$ cat src/rtl/serial_adder_ctrl.sv
`default_nettype none
// ============================================================================
//  Module   : serial_adder_ctrl (+ full_adder)
//  Purpose  : Bit-serial add/subtract sequencer around one single-bit adder.
//  Revision : 1.0  initial release
// ============================================================================

module full_adder (
   input  logic a,
   input  logic b,
   input  logic cin,
   output logic sum,
   output logic cout
);
   assign sum  = a ^ b ^ cin;
   assign cout = (a & b) | (cin & (a ^ b));
endmodule

module serial_adder_ctrl #(
   parameter int WIDTH = 8
) (
   input  logic             clk,
   input  logic             rst,
   input  logic             start_valid,
   output logic             start_ready,
   input  logic [WIDTH-1:0] op_a,
   input  logic [WIDTH-1:0] op_b,
   input  logic             cin_in,
   input  logic             op_sub,
   output logic             res_valid,
   input  logic             res_ready,
   output logic [WIDTH-1:0] res_sum,
   output logic             res_cout,
   output logic             busy
);

   localparam int              CNT_W  = (WIDTH > 1) ? $clog2(WIDTH) : 1;
   localparam logic [CNT_W-1:0] C_LAST = CNT_W'(WIDTH - 1);

   typedef enum logic [1:0] {
      S_IDLE = 2'd0,
      S_RUN  = 2'd1,
      S_DONE = 2'd2
   } state_t;

   state_t           r_state;
   logic [WIDTH-1:0] r_sa;
   logic [WIDTH-1:0] r_sb;
   logic [WIDTH-1:0] r_result;
   logic             r_carry;
   logic [CNT_W-1:0] r_cnt;
   logic             r_start_ready;
   logic             r_res_valid;
   logic             r_busy;
   logic             w_sum;
   logic             w_cout;

   // The adder sees only registered operands, so no port reaches an output.
   full_adder u_fa (
      .a    (r_sa[0]),
      .b    (r_sb[0]),
      .cin  (r_carry),
      .sum  (w_sum),
      .cout (w_cout)
   );

   always_ff @(posedge clk or posedge rst) begin
      if (rst) begin
         r_state       <= S_IDLE;
         r_sa          <= '0;
         r_sb          <= '0;
         r_result      <= '0;
         r_carry       <= 1'b0;
         r_cnt         <= '0;
         r_start_ready <= 1'b1;
         r_res_valid   <= 1'b0;
         r_busy        <= 1'b0;
      end else begin
         case (r_state)
            S_IDLE: begin
               if (start_valid && r_start_ready) begin
                  // Subtract is A + ~B + 1; the +1 rides in on the carry.
                  r_sa          <= op_a;
                  r_sb          <= op_sub ? ~op_b : op_b;
                  r_carry       <= op_sub ? 1'b1 : cin_in;
                  r_cnt         <= '0;
                  r_result      <= '0;
                  r_state       <= S_RUN;
                  r_start_ready <= 1'b0;
                  r_busy        <= 1'b1;
               end
            end
            S_RUN: begin
               r_result <= {w_sum, r_result[WIDTH-1:1]};
               r_carry  <= w_cout;
               r_sa     <= {1'b0, r_sa[WIDTH-1:1]};
               r_sb     <= {1'b0, r_sb[WIDTH-1:1]};
               if (r_cnt == C_LAST) begin
                  r_state     <= S_DONE;
                  r_res_valid <= 1'b1;
               end else begin
                  r_cnt <= r_cnt + 1'b1;
               end
            end
            S_DONE: begin
               if (res_ready) begin
                  r_state       <= S_IDLE;
                  r_res_valid   <= 1'b0;
                  r_busy        <= 1'b0;
                  r_start_ready <= 1'b1;
               end
            end
            default: begin
               r_state       <= S_IDLE;
               r_res_valid   <= 1'b0;
               r_busy        <= 1'b0;
               r_start_ready <= 1'b1;
            end
         endcase
      end
   end

   assign start_ready = r_start_ready;
   assign res_valid   = r_res_valid;
   assign busy        = r_busy;
   assign res_sum     = r_result;
   assign res_cout    = r_carry;

endmodule
`default_nettype wire

$ cat config.mk
export PLATFORM = sky130hd
export DESIGN_NAME = serial_adder_ctrl
export DESIGN_NICKNAME = d
export VERILOG_FILES = /design/src/rtl/serial_adder_ctrl.sv
export SDC_FILE = /design/constraint.sdc
export NUM_CORES = 1
export LEC_CHECK = 0
export CORE_MARGIN = 4
export CORE_UTILIZATION = 45
export CTS_CLUSTER_DIAMETER = 80
export DETAILED_ROUTE_END_ITERATION = 7
export HOLD_SLACK_MARGIN = 0.03
export PLACE_DENSITY = 0.77
export SYNTH_ARGS = -nofsm -noshare
export SYNTH_HDL_FRONTEND = slang
export SYNTH_SLANG_ARGS = --single-unit
$ cat constraint.sdc
create_clock -name clk -period 1.6 [get_ports clk]
set_clock_uncertainty 0.15 [all_clocks]
set_input_delay 0.32 -clock clk [delete_from_list [all_inputs] [get_ports clk]]
set_output_delay 0.32 -clock clk [all_outputs]
set_load 0.02 [all_outputs]
; Yosys cells after proc, flatten, opt, wreduce, memory -nomap -nowiden
; Index checks and enable logic that the tools add are counted.
[word_totals]
register_bits = 33
latchBits = 0
ram_bits = 0
mem_bits_ro = 0
inputBits = 22
output_inout_bits = 12
mem_count = 0
[op_classes]
n_addsub = 1
n_mul = 0
n_div = 0
order_cmp = 0
n_eq_ne = 7
shift = 0
muxes = 25
n_bitwise = 8
reduce_logical = 8
[ops]
columns = op, n
row1 = $pmux W8 S2, 3
row2 = $mux W8, 4
row3 = $reduce_and A3 Y1, 4
row4 = $pmux W1 S3, 3
row5 = $ne A2 B2 Y1 const B, 4
row6 = $not A8 Y8, 1
row7 = $mux W1, 7
row8 = $mux W2, 3
row9 = $mux W3, 2
row10 = $pmux W2 S3, 1
row11 = $pmux W3 S2, 1
row12 = $add A3 B1 Y3 const B, 1
row13 = $eq A3 B3 Y1 const B, 1
row14 = $and A1 B1 Y1, 2
row15 = $eq A2 B1 Y1 const B, 1
row16 = $eq A2 B2 Y1 const B, 1
row17 = $logic_not A2 Y1, 1
row18 = $not A1 Y1, 2
row19 = $pmux W1 S2, 1
row20 = $reduce_and A2 Y1, 1
row21 = $reduce_bool A2 Y1, 1
row22 = $xor A1 B1 Y1, 2
row23 = $logic_and A1 B1 Y1, 1
row24 = $or A1 B1 Y1, 1

; Longest topological paths before layout
[depth]
word_depth = 4
depth_mapped = 6
mapped_depth_nobuf = 5

; Cells and area by module
; Synthesis repeated with hierarchy kept, for this count alone.
[unflattened]
hier_cells = 127
area_unflattened_um2 = 1569.0
[modules_own_cells]
columns = module, instances, cells_each, area_per_inst_um2, seq_area_each_um2
row1 = serial_adder_ctrl, 1, 126, 1549.0, 827.0
row2 = full_adder, 1, 1, 20.0, 0.0

; Worst setup path before layout
; No wires, ideal clock.
[synth_path]
path_kind = register to register
startpoint = reg r_cnt[0]
endpoint = reg r_cnt[0]
arrival_ns = 1.455
required_ns = 1.325
path_slack_ns = -0.130
stages_incl_launch_ff = 6
cell_sequence = dfrtp_1 > ha_1 > ha_1 > nor3b_1 > nor2_1 > mux2_2
[synth_via]
elab_chain_len = 3
[synth_rtl]
columns = element, line_no
row1 = "start, declared", 51  ; logic [CNT_W-1:0] r_cnt;
row2 = "start signal, assigned", 102  ; r_cnt <= r_cnt + 1'b1;
row3 = $add A3 B1 Y3 / $eq A3 B3 Y1 (equally long branches), "102, 98"
row4 = $mux W3 / $ne A2 B2 Y1 (equally long branches), n/a
row5 = $pmux W3 S2 / $reduce_and A3 Y1 (equally long branches), n/a
; Several ways; a longest one is shown, not always the timed one. The select of a mux whose other input is x is not followed.
; A chain may end at the register's enable or synchronous reset.

; Final worst setup path
[layout_path]
startpoint = reg r_start_ready, in the netlist start_ready
endpoint = reg r_cnt[0]
[layout_via]
elab_chain_len = 3
[layout_rtl]
columns = element, line_no
row1 = "start, declared", 52  ; logic r_start_ready;
row2 = "start signal, assigned", 75  ; r_start_ready <= 1'b1;
row3 = "start signal, assigned", 89  ; r_start_ready <= 1'b0;
row4 = "start signal, assigned", 110  ; r_start_ready <= 1'b1;
row5 = $logic_and A1 B1 Y1, 81  ; if (start_valid && r_start_ready) begin
row6 = $ne A2 B2 Y1 (no source line), n/a
row7 = $reduce_and A3 Y1 (no source line), n/a
; Every way passes these cells.

==> impl_metrics.yaml <==
status:
  outcome: "finished, violations left"
  violations: "setup timing"
min_path:
  hold_path.class: "primary input to async pin"
routing:
  drtIter0Drc: 71
  routedWlPerCell_um: 14.5
  ant_nets: 0
  wirelength_um: 3440
  routed_via_density: 5.30
  vias: 1257
  drc: 0
  drtPass1Iterations: 4
setup_path:
  worst_path_most_repeated_cell: "buf_6"
  slowest_delay_ns: 0.56
  crit_chain: "buf_6, buf_6, and4bb_2, nor2_4, mux2_4"
  critPathBufInv: 2
  cp_top_family: "flip-flops"
  cp_max_fo: 4
  worstSetupPathType: "flop to flop"
  slowest_stage: "dfstp_2"
  required_ns: 1.69
  arrival_ns: 1.71
  startpoint_type: "flop"
  endpoint_kind: "flop"
die:
  num_rows: 21
  die_area_mm2: 0.00451
  ioPinCount: 34
  core-area_mm2: 0.00336
  dieWidth_um: 67.1
  die_y_um: 67.1
  start_util_pct: 46.8
synthesis:
  yosys_most_used_dff: "dfrtp_1"
  synth-seq-cells: 33
  synth_top_area_share_pct: 50.9
  synth_area_leaders: "dfrtp_1 (51%), a22o_1 (5.6%), mux2i_1 (5.1%)"
  avgSynthCellArea_um2: 11.4
  syn-num-nets: 163
  synth_cell_types: 32
  synth_common_cells: "dfrtp_1 (32), nor2_1 (11), a22o_1 (10)"
  yosys.area.top_type: "dfrtp_1"
  seq_area_frac_synth_pct: 52.5
  syn_area_mm2: 0.00157
  yosys.cell_count.top_type: "dfrtp_1"
  synthCells: 138
  async_reset_ff_share_pct: 100
  yosysWarnings: 0
  synth_edf_count: 0
power_and_ir_drop:
  seqPwrFrac_pct: 38.1
  power_frac_clock_pct: 12.8
  ir_drop_mv: 0.766
  power.leakage_uw: 0.00104
  pwr-share-comb_pct: 49.1
  p_int_uw: 2260
  switching_share_pct: 37.7
  switchingPower_uw: 1370
  power_density_mw_per_mm2: 1660
global_route:
  antenna_found_initial: 0
  first_global_vias: 1262
  grt_max_degree: 24
  grt_first_pass_wirelength_um: 5560
  grt_use_total_pct: 16.7
  overflow: 0
sta:
  worst_slew_pin_slew_ns: 0.292
  max-slew-margin-rel_pct: 80.5
  hold_viol: 0
  setup_ws_ns: -0.0190
  finalSetupTns_ns: -0.0461
  layout_min_cycle_time_ns: 1.62
  setup_viol: 4
  max_freq_mhz: 618
  drv_slew: 0
  fin_crit_sh_pct: 101
  grt_setup_unrepaired: "yes"
  holdWs_ns: 0.128
clocking:
  clock_latency_ns: 0.35
  clock-sinks: 33
  cts_hold_buf: 0
  cts_buffers: 5
  clk_pin_slew_ns: 0.11
  cts_tree: "yes"
  cts-htree-levels: 2
  root_buffer: "clkbuf_4"
  clock_path_buffers: 2
finish:
  syn_to_final_growth_pct: 39.2
  antenna_cells: 0
  fin_cells: 237
  final_area_mm2: 0.00219
  nets: 215
  layout-drive-gt1-share_pct: 23.0
place:
  dpl-instance-area_mm2: 0.00206
  place_inst: 224
  gp_congestion: 0.789
  post-dp-hpwl_um: 2490
  numPortBuffers: 33
flow_run:
  maxCapViolCount: 0
cell families (layout without fill, tap and decap cells):
| logic type | Yosys count | in the layout | synth area share [%] |
|---|---|---|---|
| AO/OA/AOI/OAI | 49 | 49 | 22.0 |
| XOR/XNOR | 8 | 8 | 4.45 |
| adder cells (fa/ha/maj) | 3 | 3 | 2.86 |
| buffers and inverters | 17 | 70 | 5.96 |
| flip-flops | 33 | 33 | 52.5 |
| multiplexers | 10 | 10 | 6.52 |
| AND/OR/NAND/NOR | 18 | 18 | 5.64 |
worst paths after layout:
check                                   startpoint                     end  slack [ns]  cells past startpoint
setup / recovery           start_ready$_DFFE_PP1P_    r_cnt[0]$_DFFE_PP0P_       -0.02                      5
hold / removal                                 rst  r_state[1]$_DFFE_PP0P_        0.13                      3
setup reg to reg           start_ready$_DFFE_PP1P_    r_cnt[0]$_DFFE_PP0P_       -0.02                      5
hold reg to reg                r_sb[5]$_DFFE_PP0P_     r_sb[5]$_DFFE_PP0P_        0.36                      1
max in group asynchronous                      rst  res_sum[6]$_DFFE_PP0P_        0.94                      3
min in group clk               r_sb[5]$_DFFE_PP0P_     r_sb[5]$_DFFE_PP0P_        0.36                      1
per-layer routing:
metal | global-route usage (%) | vias up | routed length [um]
li1 | - | 597 | -
met2 | 27.5 | 38 | 1690
met1 | 19.1 | 612 | 1490
met5 | 0 | - | 0
met3 | 5.82 | 10 | 180
met4 | 8.61 | 0 | 80
layout by cell type (no fill, tap or decap), types with 2 or more instances in the layout:
cell,Yosys,routed
a21oi_1,9,8
buf_6,2,4
clkbuf_4,0,5
buf_12,0,2
inv_1,7,7
xor2_1,7,7
dfrtp_1,32,31
a22o_1,10,10
o21ai_0,9,9
nor2_1,11,10
o21ai_1,7,7
nand2_1,2,2
dlygate4sd2_1,0,5
buf_4,3,16
o2bb2ai_1,9,9
clkinv_2,0,2
mux2i_1,8,8
clkdlybuf4s15_1,0,5
clkdlybuf4s50_1,0,21
power groups by stage:
stage / combinational (uW) / clock (uW) / sequential (uW)
finish: 1780 / 465 / 1380
global route: 1930 / 521 / 1430
CTS: 1700 / 479 / 1370
detailed placement: 1680 / 0 / 1390
global placement: 1620 / 0 / 1370
floorplan: 1010 / 0 / 1430
repair_timing:
item                       in CTS  in global routing
setup buffers                   3                  3
hold endpoints to repair        0                  0
resized for setup              21                 15
setup endpoints to repair      14                 24
pin swaps                       2                  7
through the flow:
stage | util [%] | setup WS [ns] | total power, uW
after floorplan | - | -0.0737 | 2440
after global placement | 61.2 | -0.294 | 2990
after detailed placement | 61.2 | -0.350 | 3070
after CTS | 63.5 | -0.0139 | 3550
after global routing | 65.1 | -0.0682 | 3870
final | 65.1 | -0.0190 | 3630
layout make-up:
class                           instances  area [um^2]
Multi-Input combinational cell         88          704
Inverter                                7         26.3
Clock buffer                            5         37.5
Timing Repair Buffer                   55          519
Fill cell                             287         1170
Tap cell                               46         57.6
Clock inverter                          3         17.5
Sequential cell                        33          828
registers in the layout, indices dropped and copies added (netlist names):
register / cells
busy: 1
r_cnt: 3
r_sa: 8
r_sb: 8
r_state: 2
res_cout: 1
res_sum: 8
res_valid: 1
start_ready: 1
worst min-delay path, cell delays in order:
cell	delay [ns]
clkdlybuf4s50_1	0.39
inv_1	0.07
buf_4	0.22
Power figures use the tool's default switching activity.
